[src/rtl/hazard_detection_unit_if.sv]
// Hazard unit bus: ID/EX/MEM hazard inputs in, pipeline controls out.
// The pipeline side drives the master modport; the hazard unit is the slave.
interface hazard_detection_unit_if;
    // ID-stage sources
    logic [4:0]  id_rs_i;
    logic [4:0]  id_rt_i;
    logic        id_use_rs_i;
    logic        id_use_rt_i;
    logic        id_branch_i;
    logic        branch_taken_i;
    // EX-stage destination
    logic        ex_mem_read_i;
    logic        ex_reg_write_i;
    logic [4:0]  ex_rd_i;
    // MEM-stage destination and memory busy
    logic        mem_mem_read_i;
    logic [4:0]  mem_rd_i;
    logic        mem_stall_i;
    // Pipeline controls
    logic        pc_write_o;
    logic        if_id_write_o;
    logic        id_ex_bubble_o;
    logic        if_id_flush_o;
    logic        freeze_o;
    logic        timeout_o;
    logic [15:0] stall_cnt_o;

    modport master (
        output id_rs_i, id_rt_i, id_use_rs_i, id_use_rt_i,
        output id_branch_i, branch_taken_i,
        output ex_mem_read_i, ex_reg_write_i, ex_rd_i,
        output mem_mem_read_i, mem_rd_i, mem_stall_i,
        input  pc_write_o, if_id_write_o, id_ex_bubble_o,
        input  if_id_flush_o, freeze_o, timeout_o, stall_cnt_o
    );

    modport slave (
        input  id_rs_i, id_rt_i, id_use_rs_i, id_use_rt_i,
        input  id_branch_i, branch_taken_i,
        input  ex_mem_read_i, ex_reg_write_i, ex_rd_i,
        input  mem_mem_read_i, mem_rd_i, mem_stall_i,
        output pc_write_o, if_id_write_o, id_ex_bubble_o,
        output if_id_flush_o, freeze_o, timeout_o, stall_cnt_o
    );
endinterface

[src/rtl/hazard_detection_unit.sv]
// Stall/flush controller: load-use and ID-branch stalls, memory freeze,
// freeze watchdog and saturating stall-cycle counter.
module hazard_detection_unit #(
    parameter int unsigned FREEZE_TIMEOUT = 255
) (
    input  logic                   clk_i,
    input  logic                   rst_i,
    hazard_detection_unit_if.slave bus
);

    localparam logic [1:0] S_RUN    = 2'd0;
    localparam logic [1:0] S_FREEZE = 2'd1;
    localparam logic [1:0] S_ERROR  = 2'd2;

    localparam bit          LP_WD_EN = (FREEZE_TIMEOUT != 0);
    localparam int unsigned LP_LAST_I =
        (FREEZE_TIMEOUT == 0) ? 0 : FREEZE_TIMEOUT - 1;
    localparam logic [7:0]  LP_LAST = LP_LAST_I[7:0];

    logic [1:0]  r_state;
    logic [1:0]  w_state_nxt;
    logic [7:0]  r_freeze_cnt;
    logic        r_timeout;
    logic [15:0] r_stall_cnt;

    logic w_ex_rs;
    logic w_ex_rt;
    logic w_mem_rs;
    logic w_mem_rt;
    logic w_ex_match;
    logic w_mem_match;
    logic w_load_use;
    logic w_br_haz;
    logic w_data_stall;
    logic w_expire;
    logic w_pc_write;
    logic w_if_id_write;
    logic w_bubble;
    logic w_flush;
    logic w_freeze;

    // Source/destination match; $0 and unused fields never match
    always_comb begin
        w_ex_rs  = bus.id_use_rs_i && (bus.ex_rd_i != 5'd0)
                   && (bus.ex_rd_i == bus.id_rs_i);
        w_ex_rt  = bus.id_use_rt_i && (bus.ex_rd_i != 5'd0)
                   && (bus.ex_rd_i == bus.id_rt_i);
        w_mem_rs = bus.id_use_rs_i && (bus.mem_rd_i != 5'd0)
                   && (bus.mem_rd_i == bus.id_rs_i);
        w_mem_rt = bus.id_use_rt_i && (bus.mem_rd_i != 5'd0)
                   && (bus.mem_rd_i == bus.id_rt_i);
        w_ex_match  = w_ex_rs || w_ex_rt;
        w_mem_match = w_mem_rs || w_mem_rt;
        w_load_use  = bus.ex_mem_read_i && w_ex_match;
        w_br_haz    = bus.id_branch_i
                      && ((bus.ex_reg_write_i && w_ex_match)
                          || (bus.mem_mem_read_i && w_mem_match));
        w_data_stall = w_load_use || w_br_haz;
    end

    // Watchdog fires on the busy edge that would reach FREEZE_TIMEOUT
    always_comb begin
        w_expire = LP_WD_EN && bus.mem_stall_i
                   && (r_freeze_cnt == LP_LAST)
                   && (r_state != S_ERROR);
    end

    // Next-state logic; expiry may hit from RUN when the timeout is 1
    always_comb begin
        w_state_nxt = r_state;
        unique case (r_state)
            S_RUN: begin
                if (w_expire)
                    w_state_nxt = S_ERROR;
                else if (bus.mem_stall_i)
                    w_state_nxt = S_FREEZE;
            end
            S_FREEZE: begin
                if (w_expire)
                    w_state_nxt = S_ERROR;
                else if (!bus.mem_stall_i)
                    w_state_nxt = S_RUN;
            end
            S_ERROR: w_state_nxt = S_ERROR;
            default: w_state_nxt = S_RUN;
        endcase
    end

    // Control decode, highest priority first
    always_comb begin
        w_pc_write    = 1'b1;
        w_if_id_write = 1'b1;
        w_bubble      = 1'b0;
        w_flush       = 1'b0;
        w_freeze      = 1'b0;
        if (rst_i) begin
            w_pc_write    = 1'b0;
            w_if_id_write = 1'b0;
            w_bubble      = 1'b1;
        end else if (r_state == S_ERROR || bus.mem_stall_i) begin
            w_pc_write    = 1'b0;
            w_if_id_write = 1'b0;
            w_freeze      = 1'b1;
        end else if (w_data_stall) begin
            w_pc_write    = 1'b0;
            w_if_id_write = 1'b0;
            w_bubble      = 1'b1;
        end else if (bus.branch_taken_i) begin
            w_flush = 1'b1;
        end
    end

    // State register
    always_ff @(posedge clk_i) begin
        if (rst_i)
            r_state <= S_RUN;
        else
            r_state <= w_state_nxt;
    end

    // Consecutive busy-cycle counter, held at its ceiling
    always_ff @(posedge clk_i) begin
        if (rst_i)
            r_freeze_cnt <= 8'd0;
        else if (!bus.mem_stall_i)
            r_freeze_cnt <= 8'd0;
        else if (r_freeze_cnt != 8'hFF)
            r_freeze_cnt <= r_freeze_cnt + 8'd1;
    end

    // Sticky timeout flag, cleared only by reset
    always_ff @(posedge clk_i) begin
        if (rst_i)
            r_timeout <= 1'b0;
        else if (w_expire)
            r_timeout <= 1'b1;
    end

    // Saturating count of cycles with the PC held
    always_ff @(posedge clk_i) begin
        if (rst_i)
            r_stall_cnt <= 16'd0;
        else if (!w_pc_write && (r_stall_cnt != 16'hFFFF))
            r_stall_cnt <= r_stall_cnt + 16'd1;
    end

    assign bus.pc_write_o     = w_pc_write;
    assign bus.if_id_write_o  = w_if_id_write;
    assign bus.id_ex_bubble_o = w_bubble;
    assign bus.if_id_flush_o  = w_flush;
    assign bus.freeze_o       = w_freeze;
    assign bus.timeout_o      = r_timeout;
    assign bus.stall_cnt_o    = r_stall_cnt;

endmodule
[src/flat_wrapper.sv]
// flat-port wrapper written by rule: the top's interface ports become plain ports
module hazard_detection_unit_flat 
#(
    parameter int unsigned FREEZE_TIMEOUT = 255
)
  (clk_i, rst_i, bus_id_rs_i, bus_id_rt_i, bus_id_use_rs_i, bus_id_use_rt_i, bus_id_branch_i, bus_branch_taken_i, bus_ex_mem_read_i, bus_ex_reg_write_i, bus_ex_rd_i, bus_mem_mem_read_i, bus_mem_rd_i, bus_mem_stall_i, bus_pc_write_o, bus_if_id_write_o, bus_id_ex_bubble_o, bus_if_id_flush_o, bus_freeze_o, bus_timeout_o, bus_stall_cnt_o);
  hazard_detection_unit_if bus_i ();
  input  logic clk_i;
  input  logic rst_i;
  input wire logic [$bits(bus_i.id_rs_i)-1:0] bus_id_rs_i;
  input wire logic [$bits(bus_i.id_rt_i)-1:0] bus_id_rt_i;
  input wire logic [$bits(bus_i.id_use_rs_i)-1:0] bus_id_use_rs_i;
  input wire logic [$bits(bus_i.id_use_rt_i)-1:0] bus_id_use_rt_i;
  input wire logic [$bits(bus_i.id_branch_i)-1:0] bus_id_branch_i;
  input wire logic [$bits(bus_i.branch_taken_i)-1:0] bus_branch_taken_i;
  input wire logic [$bits(bus_i.ex_mem_read_i)-1:0] bus_ex_mem_read_i;
  input wire logic [$bits(bus_i.ex_reg_write_i)-1:0] bus_ex_reg_write_i;
  input wire logic [$bits(bus_i.ex_rd_i)-1:0] bus_ex_rd_i;
  input wire logic [$bits(bus_i.mem_mem_read_i)-1:0] bus_mem_mem_read_i;
  input wire logic [$bits(bus_i.mem_rd_i)-1:0] bus_mem_rd_i;
  input wire logic [$bits(bus_i.mem_stall_i)-1:0] bus_mem_stall_i;
  output wire logic [$bits(bus_i.pc_write_o)-1:0] bus_pc_write_o;
  output wire logic [$bits(bus_i.if_id_write_o)-1:0] bus_if_id_write_o;
  output wire logic [$bits(bus_i.id_ex_bubble_o)-1:0] bus_id_ex_bubble_o;
  output wire logic [$bits(bus_i.if_id_flush_o)-1:0] bus_if_id_flush_o;
  output wire logic [$bits(bus_i.freeze_o)-1:0] bus_freeze_o;
  output wire logic [$bits(bus_i.timeout_o)-1:0] bus_timeout_o;
  output wire logic [$bits(bus_i.stall_cnt_o)-1:0] bus_stall_cnt_o;
  assign bus_i.id_rs_i = bus_id_rs_i;
  assign bus_i.id_rt_i = bus_id_rt_i;
  assign bus_i.id_use_rs_i = bus_id_use_rs_i;
  assign bus_i.id_use_rt_i = bus_id_use_rt_i;
  assign bus_i.id_branch_i = bus_id_branch_i;
  assign bus_i.branch_taken_i = bus_branch_taken_i;
  assign bus_i.ex_mem_read_i = bus_ex_mem_read_i;
  assign bus_i.ex_reg_write_i = bus_ex_reg_write_i;
  assign bus_i.ex_rd_i = bus_ex_rd_i;
  assign bus_i.mem_mem_read_i = bus_mem_mem_read_i;
  assign bus_i.mem_rd_i = bus_mem_rd_i;
  assign bus_i.mem_stall_i = bus_mem_stall_i;
  assign bus_pc_write_o = bus_i.pc_write_o;
  assign bus_if_id_write_o = bus_i.if_id_write_o;
  assign bus_id_ex_bubble_o = bus_i.id_ex_bubble_o;
  assign bus_if_id_flush_o = bus_i.if_id_flush_o;
  assign bus_freeze_o = bus_i.freeze_o;
  assign bus_timeout_o = bus_i.timeout_o;
  assign bus_stall_cnt_o = bus_i.stall_cnt_o;
  hazard_detection_unit #(.FREEZE_TIMEOUT(FREEZE_TIMEOUT)) u_core (.clk_i(clk_i), .rst_i(rst_i), .bus(bus_i));
endmodule
[config.mk]
export PLATFORM = sky130hd
export DESIGN_NAME = hazard_detection_unit_flat
export DESIGN_NICKNAME = d
export VERILOG_FILES = /design/src/rtl/hazard_detection_unit_if.sv /design/src/rtl/hazard_detection_unit.sv /design/src/flat_wrapper.sv
export SDC_FILE = /design/constraint.sdc
export NUM_CORES = 1
export LEC_CHECK = 0
export CAP_MARGIN = 20
export CORE_AREA = 2 2 71 73
export DETAILED_ROUTE_END_ITERATION = 7
export DIE_AREA = 0 0 73 75
export HOLD_SLACK_MARGIN = 0.15
export PLACE_DENSITY = 0.62
export SYNTH_ARGS = -nofsm -noshare
export SYNTH_HDL_FRONTEND = slang
export SYNTH_SLANG_ARGS = --single-unit
[constraint.sdc]
create_clock -name clk_i -period 5 [get_ports clk_i]
set_clock_uncertainty 0.15 [all_clocks]
set_input_delay 0.75 -clock clk_i [delete_from_list [all_inputs] [get_ports clk_i]]
set_output_delay 0.75 -clock clk_i [all_outputs]
set_load 0.005 [all_outputs]
==> results of run 1 <==
==> state kept, by name, indices dropped and copies added (netlist names) <==
name	flops
u_core.bus.timeout_o	1
u_core.r_state	2
u_core.bus.stall_cnt_o	16
u_core.r_freeze_cnt	8
==> placed cells by master (no fill, tap or decap), types with 2 or more instances in the layout <==
| cell type | netlist | layout |
|---|---|---|
| and4_1 | 2 | 2 |
| nor2_1 | 24 | 24 |
| buf_4 | 2 | 3 |
| nand2b_1 | 3 | 3 |
| o22ai_1 | 2 | 2 |
| xor2_1 | 2 | 2 |
| and3_1 | 6 | 6 |
| clkdlybuf4s50_1 | 0 | 51 |
| nand2_1 | 10 | 10 |
| nor3_1 | 12 | 12 |
| nor3b_1 | 4 | 4 |
| nand3_1 | 12 | 12 |
| nand3b_1 | 2 | 2 |
| o21ai_0 | 2 | 2 |
| dfxtp_1 | 27 | 27 |
| clkbuf_8 | 1 | 3 |
| ha_1 | 3 | 3 |
| nand4_1 | 5 | 5 |
| a21oi_1 | 9 | 9 |
| a31oi_1 | 2 | 2 |
| xnor2_1 | 34 | 34 |
| a211oi_1 | 2 | 2 |
| inv_1 | 2 | 2 |
==> final cells by class <==
cell class              instances  area, sq um
inverters                       2        7.507
flip-flops and latches         27        540.5
fillers                       459         2471
clock inverters                 1        5.005
repair buffers                 54        533.0
well taps                      54        67.56
multi-input cells             151        994.7
clock buffers                   3        41.29
==> critical path, cell delays in order <==
cell             delay, ps
clkdlybuf4s50_1        470
or3_1                  400
o311a_4                330
a221oi_4               240
buf_4                  250
and2_1                 150
clkdlybuf4s50_1        490
==> cell families after synthesis <==
group                      share of synthesized area
and+or+nand+nor                               0.2920
xor gates and xnor gates                      0.1978
DFF                                           0.3391
AOI/OAI and AO/OA                             0.1107
buffers and inverters                        0.03689
adders and majority gates                    0.02355
==> through the flow <==
stage	setup slack (ps)	total power [mW]
3_5_place_dp	1004	0.3101
5_1_grt	901.3	0.4501
6_report	1023	0.4283
4_1_cts	1009	0.4345
3_3_place_gp	1024	0.3099
2_1_floorplan	1954	0.2657
==> path summary, 6_finish.rpt <==
kind                                                          endpoint  slack [ps]  cells past startpoint
worst max-delay path                                 bus_if_id_flush_o        1020                      7
worst min-delay path                    u_core.r_state[0]$_SDFFE_PP0P_         310                      1
worst max register to register  u_core.bus.stall_cnt_o[5]$_SDFFE_PP0P_        2880                      7
worst min register to register          u_core.r_state[0]$_SDFFE_PP0P_         310                      1
==> power by group through the flow <==
stage                     clock network, mW  logic, mW  registers (mW)
final                                 0.124     0.0820           0.223
after CTS                             0.129     0.0827           0.223
after global routing                  0.138     0.0892           0.223
after global placement                    0     0.0823           0.228
after detailed placement                  0     0.0824           0.228
after floorplan                           0     0.0385           0.227
==> per-layer routing <==
| metal | global-route usage | vias up | part of all wire |
|---|---|---|---|
| met5 | 0 | - | 0 |
| met2 | 0.2412 | 32 | 0.49 |
| li1 | - | 756 | - |
| met4 | 0.02675 | 0 | 0.011 |
| met1 | 0.1718 | 662 | 0.44 |
| met3 | 0.04016 | 4 | 0.048 |
==> summary.txt, run 1 <==
Run status
  • Status: finished clean

Route
  • Vias per inst: 4.979
  • Routed Antenna Nets: 0
  • DRT iter0 DRCs: 86
  • Drt pass-1 iters: 4
  • Via count: 1,454
  • # DRC: 0
  • Per-cell routed wire length: 12.18 microns
  • Total wire length: 3556 microns

Clock network
  • CTS Sinks: 27
  • CTS tree: built
  • Cts repair resizes: 0
  • Max clock buf depth: 2
  • Worst skew pair latency: 270 ps
  • Root Buffer: clkbuf_8
  • TritonCTS buffer count: 3
  • Post-CTS Setup Repair Bufs: 0
  • CTS Hold Bufs: 0
  • CTS clk-pin slew, worst paths: 90 ps
  • H-tree Lvls: 1

Min path
  • Beginning of the worst hold path: u_core.r_state[1]$_SDFFE_PP0P_
  • Hold Path Class: register to register

Power
  • Pwr Density: 195.6 nW/um^2
  • Combinational share of power: 0.192
  • P_sw: 0.1045 mW
  • Internal Power: 0.3239 mW
  • Sw frac: 0.2439
  • Clock power share: 0.289
  • Reg power frac: 0.520
  • Worst vdd ir: 0.0001436 V
  • Leak pwr: 0.7364 nW

Critical path
  • Crit-path max FO: 19
  • WS Path Type: input port to output pin
  • R2R Path Start: u_core.r_state[0]$_SDFFE_PP0P_
  • CP arrival: 3080 ps
  • Crit end category: output pin
  • Worst Setup SP: bus_mem_rd_i[1]
  • Startpoint Class: input port
  • Critical Path RT: 4100 ps

Finish
  • Area Overhead vs Synth: 37.36%
  • Diode count: 0
  • Final Instance Area: 2190 sq um
  • Final net count: 272
  • Final core occ: 0.4698
  • Share of cells above drive strength 1: 0.06723
  • Non-Filler Instances: 292

Synthesis
  • Share of Yosys cell area claimed by the top area cell type: 0.3391
  • Most common cell in the netlist: xnor2_1
  • Yosys warning count: 0
  • Main flop type after synthesis: dfxtp_1
  • Mapped Avg Cell Area: 8.524 sq um
  • Synthesized area: 1594 sq um
  • Post-synthesis cell type count: 40
  • Syn Nets: 220
  • Number of flops mapped to enable cells by yosys: 0
  • Async SR Flop Fraction: 0
  • FF+latch count, synth: 27
  • Top area cells in the synthesized netlist: dfxtp_1 34%, xnor2_1 19%, nor2_1 5.7%
  • Post-Synthesis Cells: 187
  • Synth top cells by count: 34 x xnor2_1, 27 x dfxtp_1, 24 x nor2_1
  • Seq/Total Area, Yosys: 0.3391
  • Leading area contributor after synthesis: dfxtp_1

STA
  • Crit path time final: 3977 ps
  • Fmax: 0.2514 GHz
  • RSZ-0062 raised after global routing: no
  • Relative slew slack: 0.7573
  • Setup violations, final: 0
  • Worst-Margin Slew: 364.1 ps
  • Final slew viol count: 0
  • Setup TNS after final layout: 0 ps
  • Final-report hold violation count: 0
  • Hold slack: 307.9 ps
  • Final worst-path cycle share: 0.7954

Die
  • Die Height: 75 microns
  • Die area: 5475 sq um
  • Starting density of the core: 0.3420
  • Die width: 73 microns
  • Row cnt: 25
  • Core footprint: 4661 sq um
  • IO Count: 52

Placement
  • PortBufs: 51
  • Placed wire-length estimate: 2834 microns
  • RD Place Congestion: 0.8819
  • Placed Instance Area: 2143 sq um
  • Placed cell count: 288

Global route
  • Largest net degree at the start of global routing: 24
  • GR Overflow Total: 0
  • Global-route wire length before repair: 6085 microns
  • Total track usage: 0.1387
  • Vias in the first global route: 1,365
  • Initial antenna violation count: 0

Flow run
  • MaxCap Viol Count: 0
No activity file was read; power rests on OpenSTA's default activity.
==> run 2, diff against run 1 <==
- PLACE_DENSITY: 0.62 -> 0.64
- clock period: 5 -> 3.5 ns (I/O delays scaled with it)
==> run 2 against run 1 <==
  * Clock power grew 40%
  * Worst hold slack lost 0.94 ps
  * Register-to-register slack lost 1700 ps
  * Highest routed layer unchanged
  * Largest cell class unchanged
  * Critical path depth shrank 1
  * Critical endpoint unchanged
  * Final cell count grew 0.68%
  * Count of clock-buffer cells in the layout grew 1
  * Worst setup slack lost 840 ps
  * Die area is the same
  * Total power grew 43%
==> summary.txt, run 2 (same netlist as run 1, synthesis figures left out) <==
Min path
  • Hold Path Class: register to register (unchanged)

STA
  • Crit path time final: 3316 ps
  • Final worst-path cycle share: 0.9475
  • Worst-Margin Slew: 574.6 ps (was 364.1 ps)
  • RSZ-0062 raised after global routing: no (unchanged)
  • Fmax: 0.3015 GHz
  • Setup TNS after final layout: 0 ps (unchanged)
  • Hold slack: 306.9 ps (was 307.9 ps)
  • Setup violations, final: 0 (unchanged)
  • Final slew viol count: 0 (unchanged)
  • Relative slew slack: 0.6140 (was 0.7573)
  • Final-report hold violation count: 0 (unchanged)

Global route
  • GR Overflow Total: 0 (unchanged)
  • Global-route wire length before repair: 6216 microns (was 6085 microns)
  • Largest net degree at the start of global routing: 23 (was 24)
  • Total track usage: 0.1408 (was 0.1387)
  • Vias in the first global route: 1,378 (was 1,365)
  • Initial antenna violation count: 0 (unchanged)

Critical path
  • CP arrival: 2640 ps (was 3080 ps)
  • Startpoint Class: input port (unchanged)
  • Crit-path max FO: 4 (was 19)
  • Crit end category: output pin (unchanged)
  • Register-to-register setup slack: 1230 ps (was 2880 ps)
  • WS Path Type: input port to output pin (unchanged)
  • Critical Path RT: 2820 ps (was 4100 ps)

Route
  • Drt pass-1 iters: 4 (unchanged)
  • Total wire length: 3653 microns (was 3556 microns)
  • Per-cell routed wire length: 12.43 microns (was 12.18 microns)
  • # DRC: 0 (unchanged)
  • Via count: 1,447 (was 1,454)
  • Vias per inst: 4.922 (was 4.979)
  • Routed Antenna Nets: 0 (unchanged)
  • DRT iter0 DRCs: 62 (was 86)

Clock network
  • Cts repair resizes: 0 (unchanged)
  • Worst skew pair latency: 270 ps (about the same)
  • CTS clk-pin slew, worst paths: 90 ps (about the same)
  • Max clock buf depth: 2 (unchanged)
  • CTS Hold Bufs: 0 (unchanged)
  • Post-CTS Setup Repair Bufs: 0 (unchanged)
  • CTS Sinks: 27 (unchanged)
  • TritonCTS buffer count: 3 (unchanged)
  • CTS tree: built (unchanged)
  • H-tree Lvls: 1 (unchanged)
  • Root Buffer: clkbuf_8 (unchanged)

Power
  • Clock power share: 0.284 (was 0.289)
  • Leak pwr: 0.7433 nW (was 0.7364 nW)
  • Worst vdd ir: 0.0001458 V (was 0.0001436 V)
  • P_sw: 0.1460 mW (was 0.1045 mW)
  • Combinational share of power: 0.196 (was 0.192)
  • Reg power frac: 0.520 (about the same)
  • Internal Power: 0.4659 mW (was 0.3239 mW)
  • Pwr Density: 277.7 nW/um^2 (was 195.6 nW/um^2)
  • Sw frac: 0.2386 (was 0.2439)

Finish
  • Final core occ: 0.4728 (was 0.4698)
  • Fill count: 473 (was 459)
  • Final net count: 274 (was 272)
  • Share of cells above drive strength 1: 0.07083 (was 0.06723)
  • Commonest cells after routing, fill and taps aside: 51 x clkdlybuf4s50_1, 34 x xnor2_1, 27 x dfxtp_1 (unchanged)
  • Max reg flops: 16 (unchanged)
  • Most common cell after layout, fill and taps aside: clkdlybuf4s50_1 (unchanged)
  • Final Instance Area: 2203 sq um (was 2190 sq um)
  • Area Overhead vs Synth: 38.23% (was 37.36%)
  • Diode count: 0 (unchanged)

Placement
  • Placed wire-length estimate: 2962 microns (was 2834 microns)
  • PortBufs: 51 (unchanged)
  • Placed Instance Area: 2158 sq um (was 2143 sq um)
  • RD Place Congestion: 0.8085 (was 0.8819)

Die
  • Die area: 5475 sq um (unchanged)
  • Die Height: 75 microns (unchanged)
  • IO Count: 52 (unchanged)
  • Die width: 73 microns (unchanged)
  • Row cnt: 25 (unchanged)
  • Starting density of the core: 0.3420 (unchanged)
  • Core footprint: 4661 sq um (unchanged)

Flow run
  • MaxCap Viol Count: 0 (unchanged)

Run status
  • Status: finished clean (unchanged)
==> run 2: area by class of cell <==
class | count | area [sq um] | share of cell area
inverters | 2 | 7.507 | 0.003407
multi-input cells | 151 | 994.7 | 0.4514
well taps | 54 | 67.56 | 0.03066
flip-flops and latches | 27 | 540.5 | 0.2453
clock buffers | 4 | 45.04 | 0.02044
repair buffers | 56 | 548.0 | 0.2487
==> run 2: stage by stage <==
stage                     setup WS (ps)  power (mW)  instances
after detailed placement          165.0      0.4460        290
after global routing              95.11      0.6424        294
after CTS                         165.0      0.6221        294
final                             183.8      0.6118        294
after global placement            195.6      0.4448        290
after floorplan                   904.5      0.3796        187
==> run 2: power groups by stage <==
| stage | clock network (mW) | logic (mW) | registers, mW |
|---|---|---|---|
| 2_1_floorplan | 0 | 0.0549 | 0.325 |
| 3_3_place_gp | 0 | 0.120 | 0.325 |
| 3_5_place_dp | 0 | 0.121 | 0.325 |
| 4_1_cts | 0.183 | 0.121 | 0.318 |
| 5_1_grt | 0.192 | 0.131 | 0.319 |
| 6_report | 0.174 | 0.120 | 0.318 |
==> run 2: path summary, 6_finish.rpt <==
kind	start	end	cells after the start
max	bus_mem_rd_i[3]	bus_if_id_flush_o	6
min	u_core.r_state[1]$_SDFFE_PP0P_	u_core.r_state[0]$_SDFFE_PP0P_	1
max reg2reg	u_core.bus.stall_cnt_o[2]$_SDFFE_PP0P_	u_core.bus.stall_cnt_o[15]$_SDFFE_PP0P_	6
min reg2reg	u_core.r_state[1]$_SDFFE_PP0P_	u_core.r_state[0]$_SDFFE_PP0P_	1
==> run 2: metal layers <==
layer	track usage	part of all wire
met1	0.1967	0.50
met4	0.01852	0.0074
met2	0.2282	0.46
met5	0	0
met3	0.03213	0.037
==> run 2: critical path, cell delays in order <==
cell and delay [ps]:
clkdlybuf4s50_1 470, or3_1 340, o311a_4 340, a221oi_4 310
and2_1 160, clkdlybuf4s50_1 490
==> run 3, diff against run 2 <==
- CAP_MARGIN: 20 -> unset
- clock period: 3.5 -> 2.75 ns (I/O delays scaled with it)
==> run 3 against run 2 <==
  * Worst hold slack better by 3.8 ps
  * Via count increased by 2.8%
  * Non-clock buffer count grew 7
  * Worst setup slack worse by 84 ps
  * Register-to-register slack got worse by 580 ps
  * Critical path depth grew 2
  * First-iteration DRC count grew 16%
  * Utilization grew 0.91 points
  * Total power rose by 28%
  * Final cell count grew 2.4%
  * Critical path type unchanged
==> summary.txt, run 3 (same netlist as run 1, synthesis figures left out) <==
Die
  • Core footprint: 4661 sq um (unchanged)
  • Starting density of the core: 0.3420 (unchanged)
  • Die area: 5475 sq um (unchanged)
  • Row cnt: 25 (unchanged)
  • IO Count: 52 (unchanged)
  • Die Height: 75 microns (unchanged)
  • Die width: 73 microns (unchanged)

STA
  • Setup violations, final: 0 (unchanged)
  • Final slew viol count: 0 (unchanged)
  • Relative slew slack: 0.7548 (was 0.6140)
  • Worst-Margin Slew: 367.9 ps (was 574.6 ps)
  • Final worst-path cycle share: 0.9637
  • Fmax: 0.3774 GHz
  • RSZ-0062 raised after global routing: no (unchanged)
  • Crit path time final: 2650 ps
  • Hold slack: 310.7 ps (was 306.9 ps)
  • Final-report hold violation count: 0 (unchanged)
  • Setup TNS after final layout: 0 ps (unchanged)

Clock network
  • CTS clk-pin slew, worst paths: 90 ps (about the same)
  • TritonCTS buffer count: 3 (unchanged)
  • H-tree Lvls: 1 (unchanged)
  • CTS Hold Bufs: 0 (unchanged)
  • Max clock buf depth: 2 (unchanged)
  • Worst skew pair latency: 270 ps (about the same)
  • CTS Sinks: 27 (unchanged)
  • Root Buffer: clkbuf_8 (unchanged)
  • CTS tree: built (unchanged)

Global route
  • Global-route wire length before repair: 6272 microns (was 6216 microns)
  • Vias in the first global route: 1,403 (was 1,378)
  • Total track usage: 0.1437 (was 0.1408)
  • Met3 Use GR: 0.03748 (was 0.03213)
  • Initial antenna violation count: 0 (unchanged)
  • GR Overflow Total: 0 (unchanged)
  • Largest net degree at the start of global routing: 23 (unchanged)
  • M1 GR Usage: 0.1846 (was 0.1967)
  • GRT met2 Usage: 0.2402 (was 0.2282)
  • GR peak layer: met2 (unchanged)

Critical path
  • Crit-path cells: clkdlybuf4s50_1 > xnor2_1 > nand4_1 > o22ai_1 > buf_4 > a221oi_4 > and2_1 > clkdlybuf4s15_2 (was clkdlybuf4s50_1 > or3_1 > o311a_4 > a221oi_4 > and2_1 > clkdlybuf4s50_1)
  • WS Path Type: input port to output pin (unchanged)
  • Slowest stage cell on the critical path: clkdlybuf4s50_1 (unchanged)
  • Crit-path max FO: 4 (unchanged)
  • Cell family with most CP delay: buffers and inverters (unchanged)
  • CP Buf/Inv Count: 3 (was 2)
  • Crit end category: output pin (unchanged)
  • CP arrival: 2090 ps (was 2640 ps)
  • Max incr delay on CP: 500 ps (was 490 ps)
  • Critical Path RT: 2190 ps (was 2820 ps)
  • Startpoint Class: input port (unchanged)

Finish
  • Diode count: 0 (unchanged)
  • Commonest cells after routing, fill and taps aside: 44 x clkdlybuf4s50_1, 34 x xnor2_1, 27 x dfxtp_1 (was 51 x clkdlybuf4s50_1, 34 x xnor2_1, 27 x dfxtp_1)
  • Most common cell after layout, fill and taps aside: clkdlybuf4s50_1 (unchanged)
  • Final net count: 281 (was 274)
  • Final core occ: 0.4819 (was 0.4728)
  • Share of cells above drive strength 1: 0.1053 (was 0.07083)
  • Area Overhead vs Synth: 40.89% (was 38.23%)
  • Max reg flops: 16 (unchanged)

Route
  • Via count: 1,488 (was 1,447)
  • DRT iter0 DRCs: 72 (was 62)
  • Total wire length: 3634 microns (was 3653 microns)
  • Vias per inst: 4.944 (was 4.922)
  • Routed Antenna Nets: 0 (unchanged)
  • Per-cell routed wire length: 12.07 microns (was 12.43 microns)
  • # DRC: 0 (unchanged)
  • Drt pass-1 iters: 4 (unchanged)

Placement
  • PortBufs: 51 (unchanged)
  • Placed wire-length estimate: 2951 microns (was 2962 microns)
  • RD Place Congestion: 0.7743 (was 0.8085)

Power
  • Leak pwr: 0.7893 nW (was 0.7433 nW)
  • Worst vdd ir: 0.0001798 V (was 0.0001458 V)
  • Pwr Density: 349.3 nW/um^2 (was 277.7 nW/um^2)

Flow run
  • MaxCap Viol Count: 0 (unchanged)

Run status
  • Status: finished clean (unchanged)

Min path
  • Hold Path Class: register to register (unchanged)
## run 3: cell types whose count changed in the layout (fill, tap and decap cells not counted), sizes merged
cell	previous run	this run
buf	5	13
clkdlybuf4s15	0	1
dlygate4sd2	0	5
clkdlybuf4s50	51	44
## run 3: final timing paths
kind	slack, ps	endpoint	cells after the start	startpoint
setup reg to reg	650	u_core.bus.stall_cnt_o[5]$_SDFFE_PP0P_	7	u_core.r_state[0]$_SDFFE_PP0P_
hold reg to reg	310	u_core.r_state[0]$_SDFFE_PP0P_	1	u_core.r_state[1]$_SDFFE_PP0P_
hold / removal	310	u_core.r_state[0]$_SDFFE_PP0P_	1	u_core.r_state[1]$_SDFFE_PP0P_
setup / recovery	100	bus_if_id_flush_o	8	bus_mem_rd_i[2]
## run 3: stage by stage
step	power [mW]	std cells	instance area [sq um]	setup slack, ps
5_1_grt	0.8231	301	2246	17.18
3_3_place_gp	0.5712	297	2211	-319.2
2_1_floorplan	0.4831	187	1594	379.5
6_report	0.7844	301	2246	99.96
3_5_place_dp	0.5728	297	2211	-351.4
4_1_cts	0.7920	301	2246	96.80
## run 3: what timing repair did
action | in CTS | in global routing
hold endpoints to repair | 0 | 0
gates resized for setup | 12 | 0
endpoints found under the setup margin | 4 | 0
buffers inserted | 0 | 0
## run 3: report_power, final
part	total [mW]	leakage [nW]	switching (mW)	internal (mW)
registers	0.405	0.219	0.00721	0.398
logic	0.154	0.548	0.0610	0.0927
clock network	0.226	0.0228	0.122	0.104
total	0.784	0.789	0.190	0.594
## run 3: layout make-up
type / instances / area, sq um
well taps: 54 / 67.56
flip-flops and latches: 27 / 540.5
multi-input cells: 151 / 994.7
inverters: 2 / 7.507
repair buffers: 63 / 590.6
clock buffers: 4 / 45.04
fillers: 461 / 2415
## run 3: layer usage
layer,up-vias,routed length (microns)
li1,776,-
met1,670,1769
met2,35,1628
met3,7,185
met4,0,51
met5,-,0
## run 3: worst register-to-register path, stage by stage (launching register included)
cell      delay (ps)
dfxtp_1          300
nand2b_1         160
and2b_2          210
or2b_2           180
a221oi_4          40
buf_4            210
or4_2            640
a21oi_1          150
==> edit 1: new RTL, settings of run 2 <==
Reset style: asynchronous (`rst_i`), changed in 4 clocked blocks.
--- a/src/rtl/hazard_detection_unit.sv
+++ b/src/rtl/hazard_detection_unit.sv
@@ -113,3 +113,3 @@
     // State register
-    always_ff @(posedge clk_i) begin
+    always_ff @(posedge clk_i or posedge rst_i) begin
         if (rst_i)
@@ -121,3 +121,3 @@
     // Consecutive busy-cycle counter, held at its ceiling
-    always_ff @(posedge clk_i) begin
+    always_ff @(posedge clk_i or posedge rst_i) begin
         if (rst_i)
@@ -131,3 +131,3 @@
     // Sticky timeout flag, cleared only by reset
-    always_ff @(posedge clk_i) begin
+    always_ff @(posedge clk_i or posedge rst_i) begin
         if (rst_i)
@@ -139,3 +139,3 @@
     // Saturating count of cycles with the PC held
-    always_ff @(posedge clk_i) begin
+    always_ff @(posedge clk_i or posedge rst_i) begin
         if (rst_i)
Function: differs if rst_i is asserted again (counterexample within 4 cycles, from zero or initial values and one cycle with rst_i high); with rst_i held inactive, the same outputs for 10 cycles.
==> edit 1 against run 2 <==
Sequential cell count unchanged; routed wire length rose by 4.0%; final area is 1.6% higher; cell count is 6.1% lower; sequential share of layout area increased by 5.6 points; setup slack got worse by 69 ps; via count shrank 1.9%; area after synthesis rose by 0.86%; synthesized cell count is 11% lower; register-to-register slack worse by 270 ps.
Power is not compared: it rests on default switching activity, and its combinational part moved more than twofold at a synthesized area within 25%.
==> edit 1: results <==
[global_route]
grt_pass1_wl_um = 6290
grt_pass1_vias = 1376

[final_layout]
fillers = 451
inverters_excl_clock = 6
register_area_um2 = 676
comb.multi_input.count = 130
area_growth_pct = 39.3
multi_input_area_share_pct = 39.6
layout.nonclk_buf_share_pct = 24.1
final-clk-cell-share_pct = 2.07
signal_buffers = 55

[worst_hold_path]
hp-start = "u_core.r_state[1]"

[place]
pre_cts_slack_ps = 107
place_inst = 272

[timing]
hold_ws_ps = 311

[critical_path]
worst_ep_arrival_time_ps = 2710
reg2reg_slack_ps = 960
reg2reg_from = "u_core.bus.stall_cnt_o[0]"
r2r-end = "u_core.bus.stall_cnt_o[1]"

[logic_synthesis]
syn_nets = 199
synthCells = 166
synthTopCellsByCount = "dfrtp_1, xnor2_1, nand2_1"

[detailed_routing]
wl_um = 3800
via_per_inst = 5.14

[run_status]
status = "finished, final reports clean"
## edit 1: changes by cell type after synthesis, moves of 3 or more
cell     before  now
a21oi_1       9    2
nor3_1       12   15
nand3_1      12    8
dfxtp_1      27    0
nand2_1      10   16
dfrtp_1       0   27
inv_1         2    6
xor2_1        2   13
nor2_1       24    4
xnor2_1      34   22
## edit 1: metal layers
metal	global-route usage, %	share of wire (%)	vias up
met5	0	0	-
met4	4.32	1.1	0
met3	2.28	6.9	2
met2	23.1	44	43
met1	20.6	48	670
li1	-	-	705
## edit 1: power groups by stage
stage	Clock, mW	Sequential, mW	Combinational [mW]
floorplan	0	0.468	0.169
global placement	0	0.479	0.385
detailed placement	0	0.479	0.389
CTS	0.183	0.474	0.393
global route	0.195	0.489	0.427
finish	0.175	0.473	0.387
## edit 1: critical path, cell delays in order
cell	delay (ps)
clkdlybuf4s50_1	470
or3_1	390
o311a_1	350
a221oi_4	320
and2_1	170
clkdlybuf4s50_1	490
==> edit 2: new RTL, config.mk and constraints of run 2 <==
Made on the original files. `FREEZE_TIMEOUT` is set to 255 in 2 places; all go to 128.
--- a/src/rtl/hazard_detection_unit.sv
+++ b/src/rtl/hazard_detection_unit.sv
@@ -3,3 +3,3 @@
 module hazard_detection_unit #(
-    parameter int unsigned FREEZE_TIMEOUT = 255
+    parameter int unsigned FREEZE_TIMEOUT = 128
 ) (
--- a/src/flat_wrapper.sv
+++ b/src/flat_wrapper.sv
@@ -3,3 +3,3 @@
 #(
-    parameter int unsigned FREEZE_TIMEOUT = 255
+    parameter int unsigned FREEZE_TIMEOUT = 128
 )
Behaviour: same outputs for any inputs over 10 cycles, from zero or initial values and one cycle with rst_i high; that may be too few to reach the edited logic, so the function may still have changed.
==> edit 2 against run 2 <==
Power is 0.48% lower; area after synthesis is 3.1% higher; critical path depth is 2 higher; setup slack worse by 65 ps; register-to-register slack worse by 260 ps; core utilization is 0.94 points higher; sequential cell count stayed put; routed wire length is 7.9% higher; synthesized cell count is 4.3% higher; sequential share of layout area is 0.48 points lower; final area is 2.0% higher; fmax is 1.9% lower; combinational power is 5% lower; count of clock-buffer cells in the layout is 1 lower; critical endpoint unchanged.
==> edit 2: results <==
[run_status]
status = "finished, final reports clean"

[place]
io_buffers = 51
pre_cts_slack_ps = 112
place_congestion = 0.868
place_inst = 294
place_hpwl_um = 2960

[final_layout]
fin_nets = 277
largest_reg_flops = 16
drive_gt1_share_pct = 6.15

[timing]
setup_ws_ps = 118
max_slew_margin_pct = 65.3
hold_ws_ps = 302

[worst_hold_path]
min_path_cells = 1

[critical_path]
reg2reg_slack_ps = 970
r2r_cells = 7
worst_ep_arrival_time_ps = 2710
crit_path_max_fanout = 5
cpPeakStageDelay_ps = 490
worst-path-stages = 8
crit_path_top_delay_cell = "clkdlybuf4s50_1"

[global_route]
grt_pass1_wl_um = 6450
grt_max_degree = 29
antenna_found_initial = 0
grt_pass1_vias = 1450
grt_usage_pct = 14.6

[pwr]
leakagePower_nw = 0.790
p_switching_mw = 0.152
ir_drop_uv = 219
combinationalPower_mw = 0.114
pg_seq_mw = 0.317

[logic_synthesis]
syn_nets = 227
synthTopCellsByArea = "dfxtp_1, xor2_1, nor2_1"
seq_area_frac_synth_pct = 32.9
synth.distinct_cells = 45
synthTopCellsByCount = "dfxtp_1, nor2_1, xor2_1"
synthCells = 195

[cts]
clock-root-buffer = "clkbuf_8"
cts_buffers = 3
clockBufferDepth = 2
htreeDepth = 1

[detailed_routing]
dr.pass1.iters = 4
wl_per_cell_um = 13.2
wl_um = 3940
num_vias = 1601
drtIter0Drc = 64
[edit 2: cell families (layout without fill, tap and decap cells)]
logic type | count (synthesis) | in the layout | share of synthesized area, %
simple gates | 86 | 86 | 29.4
mux | 8 | 8 | 5.41
flops | 27 | 27 | 32.9
compound gates | 35 | 35 | 14.7
buf+inv | 15 | 64 | 4.34
fa+ha+maj | 2 | 2 | 1.52
xor+xnor | 22 | 22 | 11.7
[edit 2: stage by stage]
stage | util, % | total power [mW] | instance area [µm²]
final | 48.2 | 0.609 | 2250
after floorplan | - | 0.374 | 1640
after detailed placement | 47.2 | 0.438 | 2200
after global routing | 48.2 | 0.636 | 2250
after CTS | 48.2 | 0.619 | 2250
after global placement | 47.2 | 0.437 | 2200
[edit 2: path summary, 6_finish.rpt]
kind                                  start                   endpoint
setup / recovery            bus_mem_rd_i[1]          bus_if_id_flush_o
hold / removal            u_core.r_state[1]          u_core.r_state[0]
setup reg to reg  u_core.bus.stall_cnt_o[1]  u_core.bus.stall_cnt_o[9]
hold reg to reg           u_core.r_state[1]          u_core.r_state[0]
[edit 2: worst register-to-register path: cells and delay by family, from the launching register on]
kind,cells,cell delay (ps)
flip-flops,1,420
multiplexers,1,330
adder cells (fa/ha/maj),1,230
AND/OR/NAND/NOR,5,1300
[edit 2: area by class of cell]
class,count,area [µm²]
inverters,5,18.8
clock inverters,1,7.51
well taps,54,67.6
fillers,468,2410
flip-flops and latches,27,541
multi-input cells,153,1030
clock buffers,3,41.3
repair buffers,55,541
[edit 2: metal layers]
metal | GRT usage, % | routed length [µm] | up-vias
li1 | - | - | 813
met1 | 21.6 | 1960 | 713
met2 | 22.2 | 1610 | 69
met3 | 2.68 | 310 | 6
met4 | 3.09 | 66 | 0
met5 | 0 | 0 | -
